## config.mk

```make
export PLATFORM = sky130hd
export DESIGN_NAME = sync_fifo_param_flat
export DESIGN_NICKNAME = d
export VERILOG_FILES = /design/src/rtl/sync_fifo_param_if.sv /design/src/rtl/sync_fifo_param.sv /design/src/flat_wrapper.sv
export SDC_FILE = /design/constraint.sdc
export NUM_CORES = 1
export LEC_CHECK = 0
export BUFFER_PORTS_ARGS = -buffer_cell sky130_fd_sc_hd__buf_2
export CAP_MARGIN = 25
export CORE_MARGIN = 2
export CORE_UTILIZATION = 58
export DETAILED_ROUTE_END_ITERATION = 10
export MAX_ROUTING_LAYER = met4
export PLACE_DENSITY = 0.82
export SYNTH_ARGS = -nofsm -noshare
export SYNTH_HDL_FRONTEND = slang
export SYNTH_SLANG_ARGS = --single-unit
```

## constraint.sdc

```tcl
create_clock -name clock -period 3.2 [get_ports clock]
set_input_delay 0.16 -clock clock [delete_from_list [all_inputs] [get_ports clock]]
set_output_delay 0.16 -clock clock [all_outputs]
set_load 0.05 [all_outputs]
```

## src/rtl/sync_fifo_param_if.sv

```systemverilog
// Purpose : handshake/data bundle between a sync_fifo_param and its producer/consumer logic.
// Latency : none; this is wiring only.
// Backpressure: carries the full/empty/almost flags and error pulses back to the requester.
// Ports   : master drives wn, rn, DATAIN and observes everything else; slave (the FIFO)
//           takes the requests and data and drives DATAOUT, count, flags and error pulses.
interface sync_fifo_param_if #(
    parameter int DATA_WIDTH = 8,
    parameter int DEPTH      = 8
);
    localparam int ADDR_W = $clog2(DEPTH);

    logic                  wn;
    logic                  rn;
    logic [DATA_WIDTH-1:0] DATAIN;
    logic [DATA_WIDTH-1:0] DATAOUT;
    logic                  full;
    logic                  empty;
    logic                  almost_full;
    logic                  almost_empty;
    logic [ADDR_W:0]       count;
    logic                  overflow;
    logic                  underflow;

    modport master (
        output wn, rn, DATAIN,
        input  DATAOUT, full, empty, almost_full, almost_empty, count, overflow, underflow
    );

    modport slave (
        input  wn, rn, DATAIN,
        output DATAOUT, full, empty, almost_full, almost_empty, count, overflow, underflow
    );
endinterface

```

## src/rtl/sync_fifo_param.sv

```systemverilog
// Purpose : parametrised single-clock FIFO using all DEPTH entries, with occupancy count,
//           almost-full/almost-empty thresholds and one-cycle overflow/underflow pulses.
// Latency : read data appears on DATAOUT one clock after an accepted rn; no fall-through.
// Backpressure: writes to a full FIFO are dropped (overflow pulse) unless a read is accepted in
//           the same cycle; reads from an empty FIFO are dropped (underflow pulse).
// Ports   : clock, reset (async, active-high); bus = slave side of sync_fifo_param_if.
module sync_fifo_param #(
    parameter int DATA_WIDTH = 8,
    parameter int DEPTH      = 8,
    parameter int AF_LEVEL   = DEPTH - 2,
    parameter int AE_LEVEL   = 2
) (
    input  logic              clock,
    input  logic              reset,
    sync_fifo_param_if.slave  bus
);
    // Pointer index width follows DEPTH so the two can never disagree.
    localparam int ADDR_W = $clog2(DEPTH);

    localparam logic [ADDR_W:0] CNT_ONE   = 1;
    localparam logic [ADDR_W:0] CNT_DEPTH = DEPTH[ADDR_W:0];
    localparam logic [ADDR_W:0] CNT_AF    = AF_LEVEL[ADDR_W:0];
    localparam logic [ADDR_W:0] CNT_AE    = AE_LEVEL[ADDR_W:0];

    generate
        if (DEPTH < 2 || (DEPTH & (DEPTH - 1)) != 0) begin : g_bad_depth
            $error("sync_fifo_param: DEPTH must be a power of two and at least 2");
        end
    endgenerate

    logic [DATA_WIDTH-1:0] mem [DEPTH];

    // Extra MSB on each pointer is a wrap bit; only the low ADDR_W bits address memory.
    logic [ADDR_W:0]       wptr;
    logic [ADDR_W:0]       rptr;
    logic [ADDR_W:0]       count_q;
    logic [DATA_WIDTH-1:0] dataout_q;
    logic                  overflow_q;
    logic                  underflow_q;

    logic full_c;
    logic empty_c;
    logic rd_ok;
    logic wr_ok;

    assign full_c  = (count_q == CNT_DEPTH);
    assign empty_c = (count_q == '0);

    assign rd_ok = bus.rn & ~empty_c;
    // A full FIFO still takes a write when the same-cycle read frees the slot being written.
    assign wr_ok = bus.wn & (~full_c | bus.rn);

    // Storage is not reset; pointers and count alone define which entries are valid.
    always_ff @(posedge clock) begin
        if (wr_ok) begin
            mem[wptr[ADDR_W-1:0]] <= bus.DATAIN;
        end
    end

    always_ff @(posedge clock or posedge reset) begin
        if (reset) begin
            wptr        <= '0;
            rptr        <= '0;
            count_q     <= '0;
            dataout_q   <= '0;
            overflow_q  <= 1'b0;
            underflow_q <= 1'b0;
        end else begin
            if (rd_ok) begin
                // When full with a concurrent write, wptr == rptr in the low bits; the
                // non-blocking memory write means this still returns the old entry.
                dataout_q <= mem[rptr[ADDR_W-1:0]];
                rptr      <= rptr + CNT_ONE;
            end
            if (wr_ok) begin
                wptr <= wptr + CNT_ONE;
            end
            if (wr_ok && !rd_ok) begin
                count_q <= count_q + CNT_ONE;
            end else if (rd_ok && !wr_ok) begin
                count_q <= count_q - CNT_ONE;
            end
            overflow_q  <= bus.wn & full_c & ~bus.rn;
            underflow_q <= bus.rn & empty_c;
        end
    end

    assign bus.DATAOUT      = dataout_q;
    assign bus.count        = count_q;
    assign bus.full         = full_c;
    assign bus.empty        = empty_c;
    assign bus.almost_full  = (count_q >= CNT_AF);
    assign bus.almost_empty = (count_q <= CNT_AE);
    assign bus.overflow     = overflow_q;
    assign bus.underflow    = underflow_q;
endmodule

```

## src/flat_wrapper.sv

```systemverilog
// flat-port wrapper written by rule: the top's interface ports become plain ports
module sync_fifo_param_flat 
#(
    parameter int DATA_WIDTH = 8,
    parameter int DEPTH      = 8,
    parameter int AF_LEVEL   = DEPTH - 2,
    parameter int AE_LEVEL   = 2
)
  (clock, reset, bus_wn, bus_rn, bus_DATAIN, bus_DATAOUT, bus_full, bus_empty, bus_almost_full, bus_almost_empty, bus_count, bus_overflow, bus_underflow);
  sync_fifo_param_if #(.DATA_WIDTH(DATA_WIDTH), .DEPTH(DEPTH)) bus_i ();
  input  logic clock;
  input  logic reset;
  input wire logic [$bits(bus_i.wn)-1:0] bus_wn;
  input wire logic [$bits(bus_i.rn)-1:0] bus_rn;
  input wire logic [$bits(bus_i.DATAIN)-1:0] bus_DATAIN;
  output wire logic [$bits(bus_i.DATAOUT)-1:0] bus_DATAOUT;
  output wire logic [$bits(bus_i.full)-1:0] bus_full;
  output wire logic [$bits(bus_i.empty)-1:0] bus_empty;
  output wire logic [$bits(bus_i.almost_full)-1:0] bus_almost_full;
  output wire logic [$bits(bus_i.almost_empty)-1:0] bus_almost_empty;
  output wire logic [$bits(bus_i.count)-1:0] bus_count;
  output wire logic [$bits(bus_i.overflow)-1:0] bus_overflow;
  output wire logic [$bits(bus_i.underflow)-1:0] bus_underflow;
  assign bus_i.wn = bus_wn;
  assign bus_i.rn = bus_rn;
  assign bus_i.DATAIN = bus_DATAIN;
  assign bus_DATAOUT = bus_i.DATAOUT;
  assign bus_full = bus_i.full;
  assign bus_empty = bus_i.empty;
  assign bus_almost_full = bus_i.almost_full;
  assign bus_almost_empty = bus_i.almost_empty;
  assign bus_count = bus_i.count;
  assign bus_overflow = bus_i.overflow;
  assign bus_underflow = bus_i.underflow;
  sync_fifo_param #(.DATA_WIDTH(DATA_WIDTH), .DEPTH(DEPTH), .AF_LEVEL(AF_LEVEL), .AE_LEVEL(AE_LEVEL)) u_core (.clock(clock), .reset(reset), .bus(bus_i));
endmodule
```

==> impl_metrics.csv, run 1 <==
group,metric,value,unit
clock_tree,clockBufferDepth,2,
global_routing,grt_pass1_wl,9.211,mm
finish,nFillCells,412,
routing,drt-total-wl,5.973,mm
placed_design,dp_cells,321,
placed_design,port-buffer-count,29,
finish,layout_commonest_cell,"edfxtp_1",
sta,relSlewSlack,0.3889,
floorplan,ioPinCount,30,
power_and_ir_drop,fin_total_pwr,3.867,mW
routing,drt.antenna.violating_nets,0,
global_routing,grt_overflow,0,
power_and_ir_drop,p_leak,1.491,nW
setup_path,required,3.43,ns
floorplan,core-area,5816,µm²
global_routing,antenna_found_initial,0,
placed_design,placed_cell_area,3700,µm²
finish,layout_common_cells,"edfxtp_1, buf_2, dfrtp_1",
sta,setup_viol,0,
setup_path,reg2reg_slack,0.22,ns
logic_synthesis,yosysSeqAreaShare,0.7032,
logic_synthesis,netlist_area,3445,µm²
min_path,hold_path.class,"in2reg",
clock_tree,htree_levels,3,
logic_synthesis,netlist_instances,218,
sta,clock.fmax,0.3354,GHz
routing,wl_per_cell,17.67,µm
finish,multi_input_area,959.7,µm²
placed_design,gp_congestion,0.7880,
sta,finClkSkew,0.009936,ns
clock_tree,clk_pin_slew,0.09,ns
sta,fin_crit,2.981,ns
run,maxCapViolCount,0,
global_routing,grt_max_degree,35,
routing,drt-initial-drc-count,175,
finish,n_antenna_cell,0,
clock_tree,insertion_delay,0.35,ns
setup_path,cp-end-kind,"register",
global_routing,grt_pass1_vias,1783,
finish,final_core_util,0.6723,
floorplan,die_w,81.07,µm
setup_path,cp.arrival,3.21,ns
power_and_ir_drop,power.density,989.1,nW/µm²
routing,vias,1908,
sta,slew_violations,0,
routing,viasPerCell,5.645,
routing,drc_errors,0,
logic_synthesis,synth_area_leader_cell,"edfxtp_1",
finish,drive_gt1_frac,0.2890,
logic_synthesis,syn_area_per_cell,15.80,µm²
sta,fin_crit_sh,0.9316,
setup_path,critPathLaunchType,"register",
placed_design,hpwl,3.780,mm
sta,rsz0062_at_grt,"false",
logic_synthesis,syn-num-nets,236,
clock_tree,cts_resized,0,
clock_tree,cts_tree,"done",
sta,hold_viol_final,0,
sta,fin_setup_tns,0,ns
clock_tree,cts_buffers,9,
finish,area_growth,13.51,%
clock_tree,clock_sinks,84,
global_routing,grt_usage,0.2080,
logic_synthesis,ys_warn_count,0,
finish,register_area,2422,µm²
routing,firstDrtPassIters,4,
finish,final_area,3910,µm²
floorplan,die_y,81.07,µm
finish,final_cell_count_no_fill,338,
setup_path,cp_max_fo,8,
logic_synthesis,synth_top_area_share,0.5579,
logic_synthesis,synth-seq-cells,84,
finish,layout.nets,276,
logic_synthesis,synth_cell_type_count,35,
sta,worst_slew_pin_slew,0.9133,ns
floorplan,rows,28,
clock_tree,root_buffer,"clkbuf_8",
floorplan,initial_utilization,0.5923,
setup_path,path_class,"reg2reg",
status,status,"finished, final reports clean",
floorplan,dieArea,6572,µm²
power_and_ir_drop,irDropWorstVdd,0.0007326,V
logic_synthesis,synth.area.top_cells,"edfxtp_1, dfrtp_1, mux2_2, mux2i_1, a221o_1",
per-layer routing:
metal,share of wire,vias to the layer above,GRT usage
met2,0.48,74,0.3231
li1,-,913,-
met1,0.43,912,0.2659
met3,0.068,9,0.04444
met5,0,-,-
met4,0.017,0,0.09153
cell usage after synthesis:
library cell / instances
a2111oi_0: 1
a211oi_1: 1
a21o_1: 1
a21o_2: 1
a21oi_1: 1
a221o_1: 8
and2_1: 1
buf_1: 2
buf_2: 2
buf_4: 2
buf_6: 2
clkbuf_1: 1
dfrtp_1: 20
edfxtp_1: 64
fa_1: 1
ha_1: 5
inv_1: 4
inv_2: 1
mux2_2: 18
mux2i_1: 17
nand2_1: 17
nand2_2: 1
nand2b_1: 4
nor2_1: 5
nor2b_1: 1
nor3_1: 7
nor3b_1: 1
nor4_1: 2
o21ai_0: 10
o21ai_4: 1
o22ai_1: 8
o31ai_1: 1
or4b_4: 1
xnor2_1: 5
xor2_1: 1
where the power goes:
group	switching (mW)	total [mW]	internal [mW]
clock	0.383	0.750	0.367
combinational	0.991	1.54	0.553
sequential	0.152	1.57	1.42
final timing paths:
path,start,end,cells after the start
max,u_core.bus.count[1]$_DFFE_PP0P_,u_core.bus.count[3]$_DFFE_PP0P_,9
min,bus_rn,u_core.bus.overflow$_DFF_PP0_,2
max reg2reg,u_core.bus.count[1]$_DFFE_PP0P_,u_core.bus.count[3]$_DFFE_PP0P_,9
min reg2reg,u_core.bus.DATAOUT[3]$_DFFE_PP0P_,u_core.bus.DATAOUT[3]$_DFFE_PP0P_,2
max in group asynchronous,reset,u_core.wptr[0]$_DFFE_PP0P_,3
min in group asynchronous,reset,u_core.rptr[1]$_DFFE_PP0P_,3
logic make-up after synthesis:
group           synth area share
simple gates             0.05667
fa+ha+maj                0.02397
compound gates           0.07011
flops                     0.7032
mux                       0.1082
buf+inv                  0.02252
xor+xnor                 0.01526
sequential cells by signal (all words and copies together), names as in the netlist:
signal                cells
u_core.bus.DATAOUT        8
u_core.rptr               3
u_core.bus.underflow      1
u_core.bus.overflow       1
u_core.bus.count          4
u_core.wptr               3
u_core.mem               64
layout make-up:
type	instances	share of cell area
Clock inverter	6	0.01856
Timing Repair Buffer	38	0.05504
Clock buffer	10	0.03264
Inverter	5	0.004800
Tap cell	75	0.02400
Multi-Input combinational cell	120	0.2454
Sequential cell	84	0.6195
worst max-delay path, cell delays in order, from the launching register on:
cell and delay [ns]:
dfrtp_1 0.49, or4b_4 0.58, o21ai_4 0.25, inv_2 0.09, ha_1 0.25, inv_1 0.16
ha_1 0.26, a21o_1 0.21, a2111oi_0 0.43, o31ai_1 0.14
stage by stage:
step	setup slack [ns]	hold slack, ns
floorplan	0.02615	0.1238
global placement	0.3420	0.3161
detailed placement	0.2240	0.3191
CTS	0.1943	0.01971
global route	0.007107	0.03377
finish	0.2188	0.03071
timing repair:
item                      CTS  global route
hold buffers                1             0
hold endpoints to repair   20             0
buffers inserted            0             0
(Power assumes the default switching activity.)
==> inputs of run 2 (changes only) <==
--- a/config.mk
+++ b/config.mk
@@ -7,2 +7,3 @@
 export LEC_CHECK = 0
+export ABC_AREA = 1
 export BUFFER_PORTS_ARGS = -buffer_cell sky130_fd_sc_hd__buf_2
@@ -10,6 +11,6 @@
 export CORE_MARGIN = 2
-export CORE_UTILIZATION = 58
+export CORE_UTILIZATION = 59
 export DETAILED_ROUTE_END_ITERATION = 10
 export MAX_ROUTING_LAYER = met4
-export PLACE_DENSITY = 0.82
+export PLACE_DENSITY = 0.83
 export SYNTH_ARGS = -nofsm -noshare
--- a/constraint.sdc
+++ b/constraint.sdc
@@ -3,2 +3,2 @@
 set_output_delay 0.16 -clock clock [all_outputs]
-set_load 0.05 [all_outputs]
+set_load 0.01 [all_outputs]
==> run 2 against run 1 <==
Net effect: first-iteration DRC count grew 67%; setup slack gained 0.62 ns; critical endpoint unchanged; non-clock buffer count shrank 5.
==> impl_metrics.csv, run 2 <==
group,metric,value,unit
min_path,hold_depth,1,
finish,layout_common_cells,"nand2_1, edfxtp_1, inv_1",
clock_tree,cts_tree,"done",
finish,final_core_util,0.6722,
power_and_ir_drop,p_leak,1.992,nW
logic_synthesis,synth_top_area_share,0.5043,
finish,area_growth,11.36,%
routing,viasPerCell,5.256,
clock_tree,htree_levels,3,
logic_synthesis,synth.area.top_cells,"edfxtp_1, dfrtp_1, nand2_1, nand3_1, inv_1",
logic_synthesis,netlist_area,3811,µm²
finish,largest_reg_flops,64,
placed_design,placed_cell_area,3965,µm²
routing,drt-total-wl,7.517,mm
global_routing,grt_usage,0.2335,
finish,nFillCells,466,
setup_path,path_cells,"nor2_2 -> nand2_2 -> nor2_4 -> nand2_4 -> nand2_8 -> inv_1 -> ha_1 -> inv_1 -> ha_1 -> or2_2 -> nand2_1 -> nand3_1 -> nand2_1 -> nand2_1 -> nand2_1",
routing,vias,2570,
sta,slew_violations,0,
logic_synthesis,netlist_top_cells_count,"nand2_1, edfxtp_1, inv_1",
logic_synthesis,synth-edff-count,64,
finish,layout.nets,425,
logic_synthesis,synthFlopType,"edfxtp_1",
setup_path,path_class,"reg2reg",
clock_tree,clock_sinks,84,
sta,hold_viol_final,0,
routing,drc_errors,0,
global_routing,antenna_found_initial,0,
logic_synthesis,synth_mux_area_frac,0,
finish,drive_gt1_frac,0.1578,
sta,finClkSkew,0.009044,ns
power_and_ir_drop,irDropWorstVdd,0.0007455,V
finish,final_area,4244,µm²
sta,worst_slew_pin_slew,0.9612,ns
sta,fin_crit_sh,0.7382,
sta,rsz0062_at_grt,"false",
setup_path,required,3.49,ns
setup_path,r2r_end,"u_core.bus.count[3]$_DFFE_PP0P_",
sta,fin_crit,2.362,ns
logic_synthesis,synth_top_family_by_area,"simple AND/OR/NAND/NOR gates",
placed_design,gp_congestion,0.8283,
logic_synthesis,synthXorXnorAreaFrac,0.01149,
logic_synthesis,synth_area_leader_cell,"edfxtp_1",
logic_synthesis,synth-simple-area-share,0.2334,
floorplan,initial_utilization,0.6036,
global_routing,grt_max_degree,35,
global_routing,grt_overflow,0,
floorplan,die_y,84.37,µm
logic_synthesis,yosysMostFrequentCell,"nand2_1",
setup_path,crit_top_cell,"nand2_1",
min_path,holdPathEnd,"u_core.mem[5][6]$_DFFE_PP_",
routing,drt-initial-drc-count,293,
logic_synthesis,ys_async_sr_fraction,0.2381,
floorplan,core-area,6314,µm²
setup_path,ff2ff_path_depth,15,
routing,wl_per_cell,15.37,µm
clock_tree,insertion_delay,0.35,ns
global_routing,grt_pass1_vias,2424,
setup_path,cp_top_family,"simple AND/OR/NAND/NOR gates",
global_routing,grt_pass1_wl,12.08,mm
floorplan,ioPinCount,30,
routing,drt.antenna.violating_nets,0,
setup_path,crit_buf_inv,2,
clock_tree,clk_pin_slew,0.08,ns
min_path,hold_path.class,"in2reg",
sta,clock.fmax,0.4233,GHz
setup_path,critPathLaunchType,"register",
logic_synthesis,netlist_instances,377,
setup_path,cp.arrival,2.66,ns
setup_path,r2r_start,"u_core.bus.count[0]$_DFFE_PP0P_",
setup_path,slowest_stage,"dfrtp_1",
sta,fin_setup_tns,0,ns
clock_tree,cts_buffers,9,
min_path,hp-start,"bus_DATAIN[6]",
clock_tree,root_buffer,"clkbuf_8",
sta,setup_viol,0,
finish,layout_commonest_cell,"nand2_1",
logic_synthesis,synth_cell_type_count,24,
status,status,"finished, final reports clean",
run,maxCapViolCount,0,
logic_synthesis,yosysSeqAreaShare,0.6356,
setup_path,cp-end-kind,"register",
finish,n_antenna_cell,0,
floorplan,rows,29,
sta,relSlewSlack,0.3568,
setup_path,slowest_delay,0.48,ns
clock_tree,clockBufferDepth,2,
power_and_ir_drop,power.density,905.4,nW/µm²
placed_design,port-buffer-count,29,
logic_synthesis,synth-adder-area-share,0.02167,
floorplan,die_w,84.37,µm
setup_path,reg2reg_slack,0.84,ns
logic_synthesis,ys_warn_count,0,
sta,whs,0.07004,ns
setup_path,cp_max_fo,9,
logic_synthesis,synth-seq-cells,84,
floorplan,dieArea,7118,µm²
logic_synthesis,syn_area_per_cell,10.11,µm²
clock_tree,postCtsSetupRepairBufs,0,
placed_design,hpwl,4.644,mm
routing,firstDrtPassIters,5,
logic_synthesis,syn-num-nets,395,
logic_synthesis,synth-compound-area-share,0.005909,
-- run 2: changes by cell type after synthesis, sizes merged, moves of 4 or more --
cell / delta
a221o: -8
buf: +6
inv: +58
mux2: -18
mux2i: -17
nand2: +112
nand2b: -4
nand3: +54
nor2: +10
nor3: -7
o21ai: -8
o22ai: -8
-- run 2: how the worst max path moves through the flow --
stage / endpoint / slack, ns / start / cells past startpoint
after floorplan: u_core.bus.count[3]$_DFFE_PP0P_ / 0.95 / u_core.bus.count[0]$_DFFE_PP0P_ / 14
after global placement: u_core.bus.count[3]$_DFFE_PP0P_ / 0.95 / u_core.bus.count[0]$_DFFE_PP0P_ / 14
after detailed placement: u_core.bus.count[3]$_DFFE_PP0P_ / 0.87 / u_core.bus.count[0]$_DFFE_PP0P_ / 14
after CTS: u_core.bus.count[3]$_DFFE_PP0P_ / 0.85 / u_core.bus.count[0]$_DFFE_PP0P_ / 15
after global routing: u_core.bus.count[3]$_DFFE_PP0P_ / 0.65 / u_core.bus.count[0]$_DFFE_PP0P_ / 15
final: u_core.bus.count[3]$_DFFE_PP0P_ / 0.84 / u_core.bus.count[0]$_DFFE_PP0P_ / 15
-- run 2: routing by layer --
layer	vias up	global-route usage	share of wire
met1	1193	0.2892	0.41
met4	0	0.08947	0.024
met5	-	-	0
met3	18	0.04130	0.066
li1	1255	-	-
met2	104	0.3867	0.50
-- run 2: timing repair --
action | CTS | global route
hold buffers | 1 | 0
gates resized for setup | 0 | 0
endpoints found under the hold margin | 20 | 0
-- run 2: cells by family after synthesis --
group,count (synthesis)
compound gates,3
xor+xnor,5
fa+ha+maj,6
buf+inv,78
flops,84
simple gates,201
-- run 2: final cells by class --
type,instances,area [µm²],area share
well taps,77,96.34,0.02270
flip-flops and latches,84,2422,0.5708
clock inverters,3,90.09,0.02123
clock buffers,13,178.9,0.04216
inverters,64,240.2,0.05660
repair buffers,33,177.7,0.04186
multi-input cells,215,1039,0.2447
-- run 2: where the power goes --
part           internal [mW]  switching [mW]
Clock                  0.604           0.365
Sequential              1.40           0.213
Combinational          0.451           0.812
-- run 2: per-stage QoR --
step / std cells / setup slack, ns / total power [mW]
after detailed placement: 472 / 0.8694 / 2.885
after global routing: 489 / 0.6479 / 4.065
after CTS: 489 / 0.8521 / 3.851
final: 489 / 0.8376 / 3.843
after floorplan: 377 / 0.9456 / 2.566
after global placement: 472 / 0.9514 / 2.821
==> inputs of run 3 (changes only) <==
clock period = 2.3 ns   (was 3.2 ns; I/O delays follow)
==> run 3 against run 2 <==
Net effect: combinational power grew 52%; worst hold slack lost 0.026 ns; maximum frequency grew 10%; critical endpoint is now u_core.bus.count[2]$_DFFE_PP0P_; critical path type unchanged; final cell count grew 1.6%; highest routed layer unchanged; largest cell class unchanged.
==> impl_metrics.csv, run 3 (synthesis gave the netlist of run 2 again) <==
group,metric,value,unit
sta,relSlewSlack,0.3334,
sta,rsz0062_at_grt,"false",
finish,layout_commonest_cell,"nand2_1",
clock_tree,cts_buffers,9,
global_routing,antenna_found_initial,0,
floorplan,core-area,6314,µm²
floorplan,ioPinCount,30,
placed_design,port-buffer-count,29,
setup_path,cp.arrival,2.38,ns
routing,drc_errors,0,
setup_path,cp-end-kind,"register",
finish,nFillCells,474,
sta,slew_violations,0,
placed_design,dp_cells,475,
finish,final_cell_count_no_fill,497,
routing,viasPerCell,5.260,
clock_tree,clk_pin_slew,0.08,ns
finish,layout.nets,433,
finish,drive_gt1_frac,0.1643,
routing,drt-total-wl,7.533,mm
finish,largest_reg_flops,64,
setup_path,path_class,"reg2reg",
global_routing,grt_max_degree,34,
setup_path,ff2ff_path_depth,9,
finish,n_antenna_cell,0,
routing,vias,2614,
clock_tree,insertion_delay,0.34,ns
finish,area_growth,11.33,%
sta,worst_slew_pin_slew,0.9962,ns
power_and_ir_drop,power.density,1225,nW/µm²
sta,fin_setup_tns,0,ns
global_routing,grt_pass1_wl,11.66,mm
global_routing,grt_overflow,0,
power_and_ir_drop,irDropWorstVdd,0.0007236,V
floorplan,rows,29,
finish,final_core_util,0.6720,
finish,layout_common_cells,"nand2_1, edfxtp_1, inv_1",
setup_path,slowest_delay,0.49,ns
clock_tree,clock_sinks,84,
sta,whs,0.04358,ns
min_path,hold_depth,1,
clock_tree,cts_tree,"done",
placed_design,hpwl,4.635,mm
routing,wl_per_cell,15.16,µm
sta,fin_crit_sh,0.9339,
global_routing,grt_usage,0.2241,
setup_path,slowest_stage,"dfrtp_1",
status,status,"finished, final reports clean",
min_path,hold_path.class,"in2reg",
clock_tree,clockBufferDepth,2,
floorplan,dieArea,7118,µm²
global_routing,grt_pass1_vias,2493,
floorplan,initial_utilization,0.6036,
sta,hold_viol_final,0,
setup_path,path_cells,"nor2_1 -> nand2_2 -> nand2_2 -> ha_1 -> inv_2 -> buf_4 -> fa_1 -> xnor2_1 -> o21ai_0",
routing,drt-initial-drc-count,315,
run,maxCapViolCount,0,
setup_path,required,2.53,ns
clock_tree,root_buffer,"clkbuf_8",
setup_path,critPathLaunchType,"register",
routing,firstDrtPassIters,5,
power_and_ir_drop,p_leak,1.993,nW
floorplan,die_y,84.37,µm
setup_path,cp_max_fo,6,
sta,clock.fmax,0.4655,GHz
sta,finClkSkew,0.009843,ns
setup_path,crit_top_cell,"nand2_2",
routing,drt.antenna.violating_nets,0,
sta,fin_crit,2.148,ns
placed_design,gp_congestion,0.8027,
floorplan,die_w,84.37,µm
sta,setup_viol,0,
clock_tree,htree_levels,3,
[run 3: final cells by class]
cell class | instances | area (µm²) | share of cell area
Sequential cell | 84 | 2422 | 0.5709
Multi-Input combinational cell | 215 | 1044 | 0.2459
Inverter | 64 | 240.2 | 0.05662
Timing Repair Buffer | 41 | 237.7 | 0.05603
Clock buffer | 13 | 138.9 | 0.03273
Tap cell | 77 | 96.34 | 0.02271
Clock inverter | 3 | 63.81 | 0.01504
[run 3: critical path, delay by kind of cell, from the launching register on]
kind            cells  cell delay, ns
fa+ha+maj           2            0.57
flops               1            0.49
buf+inv             2            0.20
simple gates        3            0.39
xor+xnor            1            0.15
compound gates      1            0.24
[run 3: stage by stage]
stage | power [mW] | setup WS [ns] | area [µm²]
2_1_floorplan | 3.570 | 0.04557 | 3811
3_3_place_gp | 3.964 | 0.1618 | 3988
3_5_place_dp | 4.052 | 0.07029 | 3988
4_1_cts | 5.130 | 0.04999 | 4200
5_1_grt | 5.530 | 0.02029 | 4243
6_report | 5.196 | 0.1519 | 4243
[run 3: timing repair]
item,4_1_cts,5_1_grt
resized for setup,0,2
endpoints found under the setup margin,0,1
endpoints found under the hold margin,20,0
setup buffers,0,5
hold buffers,1,0
[run 3: power by group]
| part | internal, mW | switching (mW) | total [mW] |
|---|---|---|---|
| sequential | 1.95 | 0.253 | 2.20 |
| combinational | 0.703 | 1.21 | 1.91 |
| clock | 0.611 | 0.476 | 1.09 |
[run 3: routing by layer]
layer,part of all wire,GRT usage,vias up
met4,0.029,0.1082,0
met2,0.50,0.3557,121
met5,0,-,-
met3,0.079,0.05113,20
li1,-,-,1264
met1,0.40,0.2737,1209
[run 3: path summary, 6_finish.rpt]
check                           slack (ns)                              start                           endpoint
worst max-delay path                  0.15    u_core.bus.count[2]$_DFFE_PP0P_    u_core.bus.count[2]$_DFFE_PP0P_
worst min-delay path                  0.04                      bus_DATAIN[0]         u_core.mem[3][0]$_DFFE_PP_
worst max register to register        0.15    u_core.bus.count[2]$_DFFE_PP0P_    u_core.bus.count[2]$_DFFE_PP0P_
worst min register to register        0.47  u_core.bus.DATAOUT[4]$_DFFE_PP0P_  u_core.bus.DATAOUT[4]$_DFFE_PP0P_
max in group asynchronous             1.31                              reset  u_core.bus.DATAOUT[6]$_DFFE_PP0P_
min in group asynchronous             0.48                              reset         u_core.rptr[0]$_DFFE_PP0P_
